### src/rtl/fetch_pkg.sv
// Shared types and constants for the instruction-fetch stage.
package fetch_pkg;
    localparam int LINE_WORDS = 4;
    localparam int WORD_W     = 64;
    localparam int ADDR_W     = 64;

    typedef enum logic [2:0] {
        LOOKUP,
        MISS_REQ,
        MISS_WAIT,
        FILL,
        SETTLE
    } fetch_state_e;

    // Index of the lowest clear bit; 0 when the mask is all ones (callers only use it on a miss).
    function automatic logic [1:0] lowest_zero(input logic [LINE_WORDS-1:0] mask);
        logic [1:0] idx;
        idx = 2'd0;
        for (int i = LINE_WORDS - 1; i >= 0; i--) begin
            if (!mask[i]) idx = 2'(i);
        end
        return idx;
    endfunction
endpackage

### src/rtl/fetch_out_buf.sv
// Single-entry valid/ready output register holding one fetch packet; flush empties it.
module fetch_out_buf
    import fetch_pkg::*;
(
    input  logic                         clk,
    input  logic                         reset,
    input  logic                         flush,
    input  logic                         in_valid,
    input  logic [ADDR_W-1:0]            in_pc,
    input  logic [LINE_WORDS*WORD_W-1:0] in_data,
    input  logic [LINE_WORDS*WORD_W-1:0] in_len,
    output logic                         in_ready,
    input  logic                         out_ready,
    output logic                         out_valid,
    output logic [ADDR_W-1:0]            out_pc,
    output logic [LINE_WORDS*WORD_W-1:0] out_data,
    output logic [LINE_WORDS*WORD_W-1:0] out_len
);
    // Slot can take a new packet when empty or when the current one leaves this cycle.
    assign in_ready = !out_valid || out_ready;

    // Packet register: flush has priority, then capture, then drain on acceptance.
    always_ff @(posedge clk or posedge reset) begin
        if (reset) begin
            out_valid <= 1'b0;
            out_pc    <= '0;
            out_data  <= '0;
            out_len   <= '0;
        end else if (flush) begin
            out_valid <= 1'b0;
        end else if (in_valid && in_ready) begin
            out_valid <= 1'b1;
            out_pc    <= in_pc;
            out_data  <= in_data;
            out_len   <= in_len;
        end else if (out_ready) begin
            out_valid <= 1'b0;
        end
    end
endmodule

### src/rtl/fetch_stage.sv
// Fetch stage: drives I-cache lookups, emits 4-word packets, refills missing words from L2.
module fetch_stage
    import fetch_pkg::*;
#(
    parameter logic [ADDR_W-1:0] RESET_PC = 64'h0
) (
    input  logic                         clk,
    input  logic                         reset,
    input  logic                         redirect_valid,
    input  logic [ADDR_W-1:0]            redirect_pc,
    output logic [ADDR_W-1:0]            ic_addr,
    input  logic [LINE_WORDS*WORD_W-1:0] ic_data,
    input  logic [LINE_WORDS*WORD_W-1:0] ic_len_tag,
    input  logic [LINE_WORDS-1:0]        ic_hit,
    output logic                         l2_req_valid,
    output logic [ADDR_W-1:0]            l2_req_addr,
    input  logic                         l2_req_ready,
    input  logic                         l2_rsp_valid,
    input  logic [WORD_W-1:0]            l2_rsp_data,
    output logic                         fill_start,
    output logic [ADDR_W-1:0]            fill_addr,
    output logic [WORD_W-1:0]            fill_data,
    output logic                         fetch_valid,
    input  logic                         fetch_ready,
    output logic [ADDR_W-1:0]            fetch_pc,
    output logic [LINE_WORDS*WORD_W-1:0] fetch_data,
    output logic [LINE_WORDS*WORD_W-1:0] fetch_len,
    output logic [31:0]                  miss_cnt
);
    fetch_state_e      state, state_nxt;
    logic [ADDR_W-1:0] pc, pc_nxt;
    logic [1:0]        miss_idx, miss_idx_nxt;
    logic              pend_v, pend_v_nxt;
    logic [ADDR_W-1:0] pend_pc, pend_pc_nxt;
    logic              cap;
    logic              buf_ready;
    logic [ADDR_W-1:0] miss_addr;

    assign ic_addr     = pc;
    assign miss_addr   = pc + ADDR_W'(miss_idx);
    assign l2_req_addr = miss_addr;

    // State register.
    always_ff @(posedge clk or posedge reset) begin
        if (reset) state <= LOOKUP;
        else       state <= state_nxt;
    end

    // Next-state and strobes. A redirect during an L2 transaction is parked as pending
    // so the in-flight word still lands in the cache.
    always_comb begin
        state_nxt    = state;
        pc_nxt       = pc;
        miss_idx_nxt = miss_idx;
        pend_v_nxt   = pend_v;
        pend_pc_nxt  = pend_pc;
        cap          = 1'b0;
        l2_req_valid = 1'b0;
        fill_start   = 1'b0;
        case (state)
            LOOKUP: begin
                if (redirect_valid) begin
                    pc_nxt = redirect_pc;
                end else if (ic_hit == '1) begin
                    if (buf_ready) begin
                        cap    = 1'b1;
                        pc_nxt = pc + 64'd4;
                    end
                end else begin
                    miss_idx_nxt = lowest_zero(ic_hit);
                    state_nxt    = MISS_REQ;
                end
            end
            MISS_REQ: begin
                // Request is withdrawn in the redirect cycle so L2 never sees an orphan.
                if (redirect_valid) begin
                    pc_nxt    = redirect_pc;
                    state_nxt = LOOKUP;
                end else begin
                    l2_req_valid = 1'b1;
                    if (l2_req_ready) state_nxt = MISS_WAIT;
                end
            end
            MISS_WAIT: begin
                if (redirect_valid) begin
                    pend_v_nxt  = 1'b1;
                    pend_pc_nxt = redirect_pc;
                end
                if (l2_rsp_valid) state_nxt = FILL;
            end
            FILL: begin
                fill_start = 1'b1;
                if (redirect_valid) begin
                    pend_v_nxt  = 1'b1;
                    pend_pc_nxt = redirect_pc;
                end
                state_nxt = SETTLE;
            end
            SETTLE: begin
                state_nxt  = LOOKUP;
                pend_v_nxt = 1'b0;
                if (redirect_valid) pc_nxt = redirect_pc;
                else if (pend_v)    pc_nxt = pend_pc;
            end
            default: state_nxt = LOOKUP;
        endcase
    end

    // Datapath registers: pc, miss bookkeeping, refill word and miss counter.
    always_ff @(posedge clk or posedge reset) begin
        if (reset) begin
            pc        <= RESET_PC;
            miss_idx  <= 2'd0;
            pend_v    <= 1'b0;
            pend_pc   <= '0;
            fill_addr <= '0;
            fill_data <= '0;
            miss_cnt  <= '0;
        end else begin
            pc       <= pc_nxt;
            miss_idx <= miss_idx_nxt;
            pend_v   <= pend_v_nxt;
            pend_pc  <= pend_pc_nxt;
            if (state == MISS_WAIT && l2_rsp_valid) begin
                fill_addr <= miss_addr;
                fill_data <= l2_rsp_data;
            end
            if (state == FILL) miss_cnt <= miss_cnt + 32'd1;
        end
    end

    fetch_out_buf u_out_buf (
        .clk       (clk),
        .reset     (reset),
        .flush     (redirect_valid),
        .in_valid  (cap),
        .in_pc     (pc),
        .in_data   (ic_data),
        .in_len    (ic_len_tag),
        .in_ready  (buf_ready),
        .out_ready (fetch_ready),
        .out_valid (fetch_valid),
        .out_pc    (fetch_pc),
        .out_data  (fetch_data),
        .out_len   (fetch_len)
    );
endmodule

### config.mk
export PLATFORM = sky130hd
export DESIGN_NAME = fetch_stage
export DESIGN_NICKNAME = d
export VERILOG_FILES = /design/src/rtl/fetch_pkg.sv /design/src/rtl/fetch_out_buf.sv /design/src/rtl/fetch_stage.sv
export SDC_FILE = /design/constraint.sdc
export NUM_CORES = 2
export LEC_CHECK = 0
export BUFFER_PORTS_ARGS = -buffer_cell sky130_fd_sc_hd__clkbuf_2
export CELL_PAD_IN_SITES_DETAIL_PLACEMENT = 0
export CELL_PAD_IN_SITES_GLOBAL_PLACEMENT = 1
export CORE_AREA = 5 5 586 588
export DETAILED_ROUTE_END_ITERATION = 16
export DIE_AREA = 0 0 591 593
export PLACE_DENSITY = 0.43
export REMOVE_ABC_BUFFERS = 1
export SLEW_MARGIN = 20
export SYNTH_ARGS = -nofsm -noshare
export SYNTH_HDL_FRONTEND = slang
export SYNTH_SLANG_ARGS = --single-unit
### constraint.sdc
create_clock -name clk -period 33.8 [get_ports clk]
set_clock_uncertainty 0.2 [all_clocks]
set_input_delay 0 -clock clk [delete_from_list [all_inputs] [get_ports clk]]
set_output_delay 0 -clock clk [all_outputs]
set_load 0.01 [all_outputs]
==> key figures <==
Die
  – Die footprint: 0.350 mm2
  – Chip Width: 591 um
  – Die height: 593 um
  – Core box area: 0.338 mm2
  – Initial core utilization: 10.6%
  – Floorplan row count: 214
  – IO Pins: 1517

CTS
  – CTS tree: yes
  – Clock buffer count from CTS: 123
  – Htree depth: 3
  – Setup bufs post-CTS: 0
  – Clk pin slew, worst setup/hold paths: 0.06 ns
  – Clk buf depth: 4
  – Clk Latency, worst-skew pair: 0.84 ns
  – Clk sinks: 871
  – CTS-repair resized insts: 0
  – Clock root buffer: clkbuf_16

Timing
  – Slew headroom: 22.9%
  – Setup violations, final: 0
  – Unrepaired setup endpoints after global routing: no
  – Tmin final: 4.84 ns
  – Period utilisation layout: 14.3%
  – Min Hold Slack: 0.0285 ns
  – Fmax: 207 MHz
  – Final TNS setup: 0 ns
  – Slew @ Worst Pin: 1.15 ns
  – Final Max Slew Viols: 0
  – Final Hold Violating Endpoints: 0

Logic synthesis
  – Distinct cells, synth: 59
  – Syn Std Cell Area: 0.0360 mm2
  – Synth top area share: 60.6%
  – Average size of a mapped cell: 9.20 um2
  – Synth Flop Type: dfrtp_1
  – Ys Warns: 0
  – Cell count after synthesis: 3912
  – Largest area contributor in the netlist: dfrtp_1
  – Post-synth ARST share: 100%
  – Synth top area cells: dfrtp_1 (61%), nand2_1 (21%), mux2_2 (3.7%)
  – Seq cells post-synth: 871
  – Post-synth EDFFs: 0
  – Seq/Total Area, Yosys: 60.6%

Setup path
  – CP max stage delay: 0.70 ns
  – CP arrival: 5.37 ns
  – Most frequent CP cell: buf_4
  – Worst setup SP type: flop
  – Worst Setup End Kind: flop
  – Worst endpoint required time: 34.33 ns
  – Worst Setup SP: state[1]
  – CP cell instances: nor4_1, buf_4, and3_4, buf_4, buf_4, buf_4, buf_4, nand2_1, nand2_1
  – WS Path Type: reg2reg
  – Slowest cell on the critical path: buf_4
  – Maximum fanout along the worst path: 66
  – RR Startpoint: state[1]

Placed design
  – Gpl congestion: 0.870
  – Dpl cell area: 0.0489 mm2
  – DP Wirelength: 220000 um
  – Dpl cells: 9785
  – Buffers on Ports: 1516

Route
  – DR DRC count: 0
  – Routed WL: 271000 um
  – Avg WL per Cell: 23.8 um
  – Initial DRT Pass Iterations: 6
  – Final antenna-violating net count: 0
  – Vias per cell: 3.52
  – DRT iter0 DRCs: 2195
  – Vias: 40200

Cells and area
  – Layout cells sized above 1: 28.0%
  – Fin nets: 7415
  – Most frequent cells in the layout: nand2_1 (1988), clkbuf_2 (1516), dlygate4sd3_1 (1386)
  – Layout Cells excl Fill: 11400
  – Most common library cell in the layout ignoring fill and taps: nand2_1
  – Synthesis-to-layout area growth: 86.6%
  – Fin area: 0.0671 mm2

Power
  – Worst vdd ir: 39.8 uV
  – Power per Cell Area: 76.3 mW/mm2
  – Leakage: 33.0 nW

Hold path
  – Hold Path Class: in2reg
  – Worst Hold Launch: redirect_pc[12]

Global routing
  – Antenna violations before repair: 153
  – Total congestion overflow: 0
  – Largest net degree at the start of global routing: 162
  – All-Layer GR Usage: 14.8%
  – Wire length of the first global-routing pass: 362000 um
  – Vias in the first global route: 41800

Job
  – Max Cap Viol: 0

Run status
  – Outcome: finished, final reports clean
==> worst max-delay path: cells and delay by family, from the launching register on <==
kind / cells / cell delay (ns)
buffers and inverters: 5 / 2.59
and+or+nand+nor: 4 / 1.10
DFF: 1 / 0.66
==> worst paths after layout <==
kind	to	slack [ns]	cells after the start
max in group asynchronous	u_out_buf.out_data[42]	29.31	8
worst min register to register	u_out_buf.out_data[224]	0.26	2
min in group asynchronous	u_out_buf.out_len[145]	0.20	4
worst min-delay path	ic_addr[12]	0.03	4
worst max register to register	u_out_buf.out_data[174]	28.96	9
worst max-delay path	u_out_buf.out_data[174]	28.96	9
==> per-layer routing <==
metal | vias up | global-route usage, % | share of wire, %
met5 | - | 0 | 0.11
met4 | 48 | 3.61 | 3.1
met3 | 496 | 5.55 | 9.3
met2 | 1641 | 26.3 | 49
met1 | 19700 | 16.7 | 38
li1 | 18300 | - | -
==> stage by stage <==
step	utilization [%]	total power (W)	worst slack, ns
final	19.9	0.00512	28.96
after global placement	14.5	0.00363	29.04
after floorplan	-	0.00248	9.12
after CTS	19.8	0.00526	28.92
after global routing	19.9	0.00546	28.60
after detailed placement	14.5	0.00364	28.99
==> cell families (layout without fill, tap and decap cells) <==
logic type	Yosys count	in the layout	share of synthesized area (%)
compound gates	256	256	4.85
xor+xnor	94	94	2.31
fa+ha+maj	5	5	0.195
buf+inv	273	3214	2.99
flops	871	871	60.6
mux	119	119	3.72
other cells	0	25	0
simple gates	2294	2294	25.3
==> state kept, by name, indices dropped and copies added (netlist names) <==
| name | count |
|---|---|
| fill_addr | 64 |
| fill_data | 64 |
| ic_addr | 64 |
| miss_cnt | 32 |
| miss_idx | 2 |
| pend_pc | 64 |
| pend_v | 1 |
| state | 3 |
| u_out_buf.out_data | 256 |
| u_out_buf.out_len | 256 |
| u_out_buf.out_pc | 64 |
| u_out_buf.out_valid | 1 |
==> power by group <==
group	internal (W)	switching (W)	leakage, nW
Sequential	0.00146	0.000366	11.2
Clock	0.000855	0.000549	2.10
Combinational	0.000673	0.00122	19.7
==> area by class of cell <==
cell class	instances	area (um2)
inverter	29	116
sequential	871	21800
multi-input combinational	2768	13200
fill	38000	271000
clock buffer	178	3590
timing repair buffer	2967	22000
clock inverter	40	693
antenna	25	62.6
tap	4536	5680
==> cells in the mapped netlist (all sizes together), types with 6 or more instances <==
cell / count
nand4: 34
o31a: 9
xor2: 35
a21oi: 31
nor2: 85
o31ai: 6
nor3: 50
clkbuf: 222
mux2: 118
xnor2: 59
a22o: 21
nand2: 1989
o2bb2ai: 15
a221oi: 18
and4: 8
nand2b: 6
nor4: 27
and3: 19
inv: 29
or3: 9
buf: 22
o21ai: 87
o22ai: 15
a222oi: 18
dfrtp: 871
a22oi: 18
nand3: 49
==> repair_timing <==
| action | CTS | global route |
|---|---|---|
| endpoints found under the setup margin | 0 | 0 |
| endpoints found under the hold margin | 930 | 2 |
| hold buffers | 1384 | 2 |
(Power assumes the default switching activity.)
